==> config.mk <==
export PLATFORM = sky130hd
export DESIGN_NAME = bcd_subtractor_serial_flat
export DESIGN_NICKNAME = d
export VERILOG_FILES = /design/src/rtl/bcd_pkg.sv /design/src/rtl/bcd_subtractor_serial_if.sv /design/src/rtl/bcd_digit_sub.sv /design/src/rtl/bcd_subtractor_serial.sv /design/src/flat_wrapper.sv
export SDC_FILE = /design/constraint.sdc
export NUM_CORES = 1
export LEC_CHECK = 0
export CAP_MARGIN = 20
export CORE_UTILIZATION = 37
export CTS_BUF_LIST = sky130_fd_sc_hd__clkbuf_4 sky130_fd_sc_hd__clkbuf_8
export CTS_CLUSTER_DIAMETER = 100
export DETAILED_ROUTE_END_ITERATION = 16
export HOLD_SLACK_MARGIN = 0.03
export PLACE_DENSITY = 0.54
export SYNTH_ARGS = -nofsm -noshare
export SYNTH_HDL_FRONTEND = slang
export SYNTH_SLANG_ARGS = --single-unit
==> constraint.sdc <==
create_clock -name clk -period 5.2 [get_ports clk]
set_clock_uncertainty 0.2 [all_clocks]
set_input_delay 1.04 -clock clk [delete_from_list [all_inputs] [get_ports clk]]
set_output_delay 1.04 -clock clk [all_outputs]
set_load 0.03 [all_outputs]
==> src/rtl/bcd_pkg.sv <==
// Shared types and constants for the serial BCD subtractor.
package bcd_pkg;
    localparam int BCD_DIGIT_W = 4;
    localparam logic [BCD_DIGIT_W-1:0] BCD_MAX = 4'd9;

    typedef enum logic [1:0] {
        ST_IDLE,
        ST_SUB,
        ST_NEG,
        ST_DONE
    } state_t;
endpackage

==> src/rtl/bcd_subtractor_serial_if.sv <==
// Operand/result bundle for the serial BCD subtractor.
interface bcd_subtractor_serial_if #(parameter int DIGITS = 4);
    import bcd_pkg::*;

    logic                          start;
    logic [BCD_DIGIT_W*DIGITS-1:0] A;
    logic [BCD_DIGIT_W*DIGITS-1:0] B;
    logic [BCD_DIGIT_W*DIGITS-1:0] F;
    logic                          Neg;
    logic                          Err;
    logic                          Busy;
    logic                          Done;

    modport master (output start, A, B, input F, Neg, Err, Busy, Done);
    modport slave  (input start, A, B, output F, Neg, Err, Busy, Done);
endinterface

==> src/rtl/bcd_digit_sub.sv <==
// One BCD digit of x - y - bin with decimal borrow correction.
module bcd_digit_sub
    import bcd_pkg::*;
(
    input  logic [BCD_DIGIT_W-1:0] x,
    input  logic [BCD_DIGIT_W-1:0] y,
    input  logic                   bin,
    output logic [BCD_DIGIT_W-1:0] d,
    output logic                   bout
);
    logic [BCD_DIGIT_W:0] t;

    // Operands are <= 9, so t spans -10..9 and its top bit is the sign.
    always_comb begin
        t    = {1'b0, x} - {1'b0, y} - {{BCD_DIGIT_W{1'b0}}, bin};
        bout = t[BCD_DIGIT_W];
        d    = bout ? t[BCD_DIGIT_W-1:0] + BCD_DIGIT_W'(10) : t[BCD_DIGIT_W-1:0];
    end
endmodule

==> src/rtl/bcd_subtractor_serial.sv <==
// Digit-serial BCD subtractor: A-B LSD first, then a ten's-complement pass
// (NEG) when the result went negative, giving |A-B| with a sign flag.
module bcd_subtractor_serial
    import bcd_pkg::*;
#(
    parameter int DIGITS = 4
) (
    input logic                     clk,
    input logic                     rst_n,
    bcd_subtractor_serial_if.slave  bus
);
    localparam int IW = (DIGITS > 1) ? $clog2(DIGITS) : 1;
    localparam logic [IW-1:0] LAST = IW'(DIGITS - 1);

    typedef logic [DIGITS-1:0][BCD_DIGIT_W-1:0] word_t;

    state_t  state, nstate;
    word_t   a_in, b_in, a_q, b_q, w_q, w_nxt, f_q;
    logic [IW-1:0] idx;
    logic    borrow, neg_q, err_q, bad_in, last;
    logic [BCD_DIGIT_W-1:0] x, y, d;
    logic    bout;

    assign a_in = word_t'(bus.A);
    assign b_in = word_t'(bus.B);
    assign last = (idx == LAST);

    always_comb begin
        bad_in = 1'b0;
        for (int i = 0; i < DIGITS; i++)
            if (a_in[i] > BCD_MAX || b_in[i] > BCD_MAX) bad_in = 1'b1;
    end

    // Single digit slice shared by both passes; NEG computes 0 - W_k - borrow.
    always_comb begin
        x = a_q[idx];
        y = b_q[idx];
        if (state == ST_NEG) begin
            x = '0;
            y = w_q[idx];
        end
    end

    bcd_digit_sub u_dsub (
        .x    (x),
        .y    (y),
        .bin  (borrow),
        .d    (d),
        .bout (bout)
    );

    always_comb begin
        w_nxt = w_q;
        if (state == ST_SUB || state == ST_NEG) w_nxt[idx] = d;
    end

    // State register
    always_ff @(posedge clk or negedge rst_n) begin
        if (!rst_n) state <= ST_IDLE;
        else        state <= nstate;
    end

    // Next-state logic
    always_comb begin
        nstate = state;
        case (state)
            ST_IDLE: if (bus.start) nstate = bad_in ? ST_DONE : ST_SUB;
            ST_SUB:  if (last)      nstate = bout ? ST_NEG : ST_DONE;
            ST_NEG:  if (last)      nstate = ST_DONE;
            ST_DONE:                nstate = ST_IDLE;
            default:                nstate = ST_IDLE;
        endcase
    end

    // Outputs
    always_comb begin
        bus.Busy = (state != ST_IDLE);
        bus.Done = (state == ST_DONE);
        bus.F    = f_q;
        bus.Neg  = neg_q;
        bus.Err  = err_q;
    end

    always_ff @(posedge clk or negedge rst_n) begin
        if (!rst_n) begin
            a_q    <= '0;
            b_q    <= '0;
            w_q    <= '0;
            idx    <= '0;
            borrow <= 1'b0;
            f_q    <= '0;
            neg_q  <= 1'b0;
            err_q  <= 1'b0;
        end else begin
            case (state)
                ST_IDLE: if (bus.start) begin
                    a_q    <= a_in;
                    b_q    <= b_in;
                    w_q    <= '0;
                    idx    <= '0;
                    borrow <= 1'b0;
                end
                ST_SUB, ST_NEG: begin
                    w_q <= w_nxt;
                    if (last) begin
                        idx    <= '0;
                        borrow <= 1'b0;
                    end else begin
                        idx    <= idx + 1'b1;
                        borrow <= bout;
                    end
                end
                default: ;
            endcase
            // Results latch only on DONE entry; IDLE->DONE is the error path.
            if (nstate == ST_DONE && state != ST_DONE) begin
                f_q   <= (state == ST_IDLE) ? '0 : w_nxt;
                neg_q <= (state == ST_NEG);
                err_q <= (state == ST_IDLE);
            end
        end
    end
endmodule

==> src/flat_wrapper.sv <==
// flat-port wrapper written by rule: the top's interface ports become plain ports
module bcd_subtractor_serial_flat import bcd_pkg::*;
#(
    parameter int DIGITS = 4
)
  (clk, rst_n, bus_start, bus_A, bus_B, bus_F, bus_Neg, bus_Err, bus_Busy, bus_Done);
  bcd_subtractor_serial_if #(.DIGITS(DIGITS)) bus_i ();
  input logic clk;
  input logic rst_n;
  input wire logic [$bits(bus_i.start)-1:0] bus_start;
  input wire logic [$bits(bus_i.A)-1:0] bus_A;
  input wire logic [$bits(bus_i.B)-1:0] bus_B;
  output wire logic [$bits(bus_i.F)-1:0] bus_F;
  output wire logic [$bits(bus_i.Neg)-1:0] bus_Neg;
  output wire logic [$bits(bus_i.Err)-1:0] bus_Err;
  output wire logic [$bits(bus_i.Busy)-1:0] bus_Busy;
  output wire logic [$bits(bus_i.Done)-1:0] bus_Done;
  assign bus_i.start = bus_start;
  assign bus_i.A = bus_A;
  assign bus_i.B = bus_B;
  assign bus_F = bus_i.F;
  assign bus_Neg = bus_i.Neg;
  assign bus_Err = bus_i.Err;
  assign bus_Busy = bus_i.Busy;
  assign bus_Done = bus_i.Done;
  bcd_subtractor_serial #(.DIGITS(DIGITS)) u_core (.clk(clk), .rst_n(rst_n), .bus(bus_i));
endmodule
Word level (Yosys, flattened, before mapping)
Cells that the tools add are included.

Bits of input ports: 35. Register bits after elaboration: 71. Word-level logic and storage cells: 87. Output and inout port bits: 20.

Mux-type cells: 32. $lt $le $gt $ge: 10. Add/subtract/negate cells: 4. Equal/unequal tests: 7. Reductions and logical operators: 13.

Operators by type and width (number): 2-to-1 mux 16 bit (3); greater-than comparator 4 bit (second input constant) (8); one-hot mux 16 bit (2 select lines) (1); 2-to-1 mux 4 bit (7); binary-select mux 4 bit (select 2 bit) (3); bitwise mux 16 bit (1); 2-to-1 mux 2 bit (6); demux 4 bit (select 2 bit) (1); equality test 2 bit (second input constant) (4); one-hot mux 2 bit (4 select lines) (1); 2-to-1 mux 1 bit (7); logical OR 1 bit (5); subtractor 4 x 4 -> 5 bit (1); subtractor 5 x 1 -> 5 bit (1); adder 4 bit (second input constant) (1); inequality test 2 bit (second input constant) (2); one-hot mux 2 bit (2 select lines) (1); AND reduction 2 bit (2); nonzero test 2 bit (2); < comparator 2 x 3 -> 1 bit (second input constant) (1); adder 2 x 1 -> 2 bit (second input constant) (1); equality test 2 x 1 -> 1 bit (second input constant) (1); greater-or-equal comparator 2 x 1 -> 1 bit (second input constant) (1); logical AND 1 bit (2); other kinds (3) (3).

Longest topological paths before layout
Depth in word-level cells: 11. Gate-level depth with buffers: 17. Depth with buffers taken out: 14.

Cells and area by module
A second synthesis with hierarchy kept.

Cells, all modules: 384. Area, all modules: 4145.2 µm².

Modules (own cells, without submodules): bcd_subtractor_serial (cells an instance 352, seq. area each 1776.7 µm², area an instance 3871.2 µm², instances 1); bcd_digit_sub (cells an instance 32, seq. area each 0.0 µm², area an instance 274.0 µm², instances 1).

Least setup slack after synthesis
Ideal clock, no wire load.

Path kind: register -> register. Start: register u_core.idx[0]. End: register u_core.f_q (netlist bit u_core.bus.F[13]). Cell stages (with the launch flop): 15. Library setup time: 125 ps. Period minus slack after synthesis: 4196 ps. Data required time: 4875 ps. Path slack: 1004 ps. Data arrival time: 3871 ps. Path buffers: 4. Cell sequence: dfrtp_1 -> clkbuf_1 -> buf_2 -> mux4_2 -> mux2i_1 -> fa_1 -> inv_1 -> fa_1 -> a21boi_1 -> o221ai_4 -> a311oi_4 -> and3_1 -> buf_6 -> buf_8 -> mux2_4.

Cells in the longest elaborated chain, start to end: 10. Elaborated cells on any way between the ends: 27. Classes of those cells: 3 x add/sub; 2 x order compare; 2 x eq/ne; 18 x mux; 2 x reduce/logical.

Ends and longest elaborated chain: start: declaration (RTL line bcd_subtractor_serial.sv:19) `logic [IW-1:0] idx;`; start signal: assignment (RTL line bcd_subtractor_serial.sv:109) `idx <= idx + 1'b1;`; binary-select mux 4 bit (select 2 bit), on equally long branches (RTL line bcd_subtractor_serial.sv:36, bcd_subtractor_serial.sv:37, bcd_subtractor_serial.sv:40); 2-to-1 mux 4 bit, on equally long branches (RTL line bcd_subtractor_serial.sv:36, bcd_subtractor_serial.sv:37, bcd_subtractor_serial.sv:40); 2-to-1 mux 4 bit (RTL line bcd_subtractor_serial.sv:38) `if (state == ST_NEG) begin`; subtractor 4 x 4 -> 5 bit (RTL line bcd_digit_sub.sv:15) `t = {1'b0, x} - {1'b0, y} - {{BCD_DIGIT_W{1'b0}}, bin};`; subtractor 5 x 1 -> 5 bit (RTL line bcd_digit_sub.sv:15); adder 4 bit / 2-to-1 mux 1 bit (equally long branches) (RTL line bcd_digit_sub.sv:17, bcd_subtractor_serial.sv:68); 2-to-1 mux 4 bit / 2-to-1 mux 2 bit (equally long branches) (RTL line bcd_digit_sub.sv:17, bcd_subtractor_serial.sv:68); bitwise mux 16 bit / one-hot mux 2 bit (4 select lines) (equally long branches) (RTL line bcd_subtractor_serial.sv:54, bcd_subtractor_serial.sv:66); 2-to-1 mux 16 bit / equality test 2 bit (equally long branches) (RTL line bcd_subtractor_serial.sv:54, bcd_subtractor_serial.sv:116); 2-to-1 mux 16 bit / logical AND 1 bit (equally long branches) (RTL line bcd_subtractor_serial.sv:117, bcd_subtractor_serial.sv:116); end signal: assignment (RTL line bcd_subtractor_serial.sv:117) `f_q <= (state == ST_IDLE) ? '0 : w_nxt;`; end: declaration (RTL line bcd_subtractor_serial.sv:18) `word_t a_in, b_in, a_q, b_q, w_q, w_nxt, f_q;`.

Parallel ways exist; a longest one is shown, timed or not. The select of a mux whose other input is x is not followed. A chain may end at the register's enable or synchronous reset.

Worst setup path after layout
Start: register u_core.state[0]. End: register u_core.f_q (netlist bit u_core.bus.F[9]).

Cells in the longest elaborated chain, start to end: 9. Elaborated cells on any way between the ends: 22. Classes of those cells: 3 x add/sub; 5 x eq/ne; 11 x mux; 3 x reduce/logical.

Ends and longest elaborated chain: start: declaration (RTL line bcd_subtractor_serial.sv:17) `state_t state, nstate;`; start signal: assignment (RTL line bcd_subtractor_serial.sv:60) `else state <= nstate;`; equality test 2 bit (RTL line bcd_subtractor_serial.sv:38, bcd_subtractor_serial.sv:54, bcd_subtractor_serial.sv:66); 2-to-1 mux 4 bit (RTL line bcd_subtractor_serial.sv:38); subtractor 4 x 4 -> 5 bit (RTL line bcd_digit_sub.sv:15); subtractor 5 x 1 -> 5 bit (RTL line bcd_digit_sub.sv:15); adder 4 bit / 2-to-1 mux 1 bit (equally long branches) (RTL line bcd_digit_sub.sv:17, bcd_subtractor_serial.sv:68); 2-to-1 mux 4 bit / 2-to-1 mux 2 bit (equally long branches) (RTL line bcd_digit_sub.sv:17, bcd_subtractor_serial.sv:68); bitwise mux 16 bit / one-hot mux 2 bit (4 select lines) (equally long branches) (RTL line bcd_subtractor_serial.sv:54, bcd_subtractor_serial.sv:66); 2-to-1 mux 16 bit / equality test 2 bit (equally long branches) (RTL line bcd_subtractor_serial.sv:54, bcd_subtractor_serial.sv:116); 2-to-1 mux 16 bit / logical AND 1 bit (equally long branches) (RTL line bcd_subtractor_serial.sv:117, bcd_subtractor_serial.sv:116).

Parallel ways exist; a longest one is shown, timed or not.

==> flow_summary.toml <==
[route]
viasPerCell = 5.37
drt-initial-drc-count = 170
ant_nets = 0
vias = 3026
drt-total-wl_mm = 9.89
drt_pass1_iterations = 4
wl_per_cell_um = 17.5
remaining_drc_errors = 0

[yosys]
synth_top_flop_cell = "dfrtp_1"
yosys_warnings = 0
ys_ff_latch = 71
syn_inst = 369
async_reset_ff_frac = 1.00
synth.distinct_cells = 50
synth_area_per_cell_um2 = 10.8
synth_area_leaders = "dfrtp_1 (44%), mux2_2 (11%), mux4_2 (6.2%)"
synth_largest_area_cell = "dfrtp_1"
yosysSeqAreaShare = 0.444
synth-edff-count = 0
syn-cell-area_um2 = 4000
synth_top_cell_area_share = 0.444
syn_nets = 419

[critical_path]
crit_start = "u_core.state[0]"
cp_max_fo = 14
required_ns = 5.24
critPathLaunchType = "flip-flop"
crit_chain = "inv_1 > ha_1 > clkinv_1 > buf_4 > mux2i_1 > fa_1 > inv_1 > fa_1 > a21boi_1 > o221ai_4 > a311oi_4 > and3_1 > buf_4 > mux2_2"
critPathKind = "flip-flop to flip-flop"
ff2ff_setup_slack_ns = 0.87
crit_buf_inv = 5
cp_slowest_cell = "fa_1"
cp_top_family = "adder cells"
end_kind = "flip-flop"
cp.arrival_ns = 4.37
max_stage_delay_ns = 0.51
r2r_start = "u_core.state[0]"

[cells_and_area]
layout-drive-gt1-share = 0.196
most-common-layout-cells = "dfrtp_1 (71), clkdlybuf4s50_1 (53), nand2_1 (47)"
area_growth_pct = 21.2
final_nets = 474
multi_input_area_um2 = 2040
fillers = 1002
antenna_cells = 0
layout_commonest_cell = "dfrtp_1"
final-seq-area_um2 = 1780

[floorplan]
rows = 37
die_h_um = 106
ios = 55
coreArea_um2 = 10400
dieArea_um2 = 11200
die_width_um = 106
initial_utilization = 0.384

[place]
place_congestion = 0.822
port_buffers = 54
dpl.hpwl_mm = 7.48

[sta]
tns_ns = 0
rsz0062_at_grt = "no"
setup_viol = 0
tightest_slew_ns = 0.685
drv_slew = 0
hold_viol = 0
fmax_ghz = 0.231
slew_headroom = 0.543
finalCritPeriodShare = 0.833
fin_crit_ns = 4.33

[cts]
cts_sinks = 71
clock_path_buffers = 2
cts_root_buffer = "clkbuf_8"
cts_hold_buffers = 0
cts_tree = "done"
h-tree-depth = 3
cts_buffers = 9
clk_pin_slew_ns = 0.08
cts_resized = 0
clkLatencyLatePin_ns = 0.36
postCtsSetupBuffers = 0

[grt]
antenna_found_initial = 0
grt_pass1_wl_mm = 16.6
grt_max_degree = 55
grtUsageTotal = 0.192
grt_pass1_vias = 3118
grt_overflow = 0

[min_path]
min_from = "u_core.a_q[2]"
hp-class = "flip-flop to flip-flop"

[status]
status = "finished, final reports clean"

[flow_run]
drv_cap = 0
[state kept, by name, summed over array words and instances, names as in the netlist]
signal,count
u_core.a_q,16
u_core.b_q,16
u_core.bus.F,16
u_core.w_q,16
u_core.idx,2
u_core.state,2
u_core.borrow,1
u_core.bus.Err,1
u_core.bus.Neg,1
[cells in the mapped netlist (all sizes together) (9+ instances only)]
library cell	instances
nor2	15
clkbuf	9
nand2	48
dfrtp	71
inv	21
o21ai	37
ha	13
mux2	42
mux4	11
a31oi	14
a21oi	10
[stage by stage]
| step | instances | cell area, um^2 | worst slack [ns] | hold slack, ns | util |
|---|---|---|---|---|---|
| floorplan | 369 | 4000 | 1.00 | 0.257 | - |
| global placement | 549 | 4650 | 0.923 | 0.285 | 0.447 |
| detailed placement | 549 | 4650 | 0.840 | 0.292 | 0.447 |
| CTS | 564 | 4850 | 0.826 | 0.309 | 0.466 |
| global route | 564 | 4850 | 0.553 | 0.319 | 0.466 |
| finish | 564 | 4850 | 0.866 | 0.305 | 0.466 |
[metal layers]
metal,wire length [um],GRT usage
met3,337,0.0356
met5,0,0
met2,4530,0.301
met4,184,0.0645
met1,4840,0.269
[cells by family (layout without fill, tap and decap cells)]
| logic type | count (synthesis) | in the layout | share of synthesized area |
|---|---|---|---|
| compound gates | 82 | 82 | 0.130 |
| mux | 60 | 60 | 0.200 |
| buf+inv | 39 | 98 | 0.0469 |
| fa+ha+maj | 15 | 15 | 0.0507 |
| simple gates | 98 | 98 | 0.120 |
| xor+xnor | 4 | 4 | 0.00876 |
| flops | 71 | 71 | 0.444 |
[final cells by class]
type                       instances  area share
inverter                          22      0.0170
tap                              136      0.0351
timing repair buffer              61       0.121
sequential                        71       0.366
multi-input combinational        259       0.420
clock inverter                     5      0.0121
clock buffer                      10      0.0284
[path summary, 6_finish.rpt]
kind | to | cells past startpoint
max | u_core.bus.F[9] | 14
min | u_core.a_q[2] | 1
max reg2reg | u_core.bus.F[9] | 14
min reg2reg | u_core.a_q[2] | 1
max in group asynchronous | u_core.a_q[2] | 2
min in group asynchronous | u_core.bus.F[14] | 1
Power is left out: the tool's default activity adds up to more than one toggle a clock period on the data nets, which glitch-free logic cannot reach.
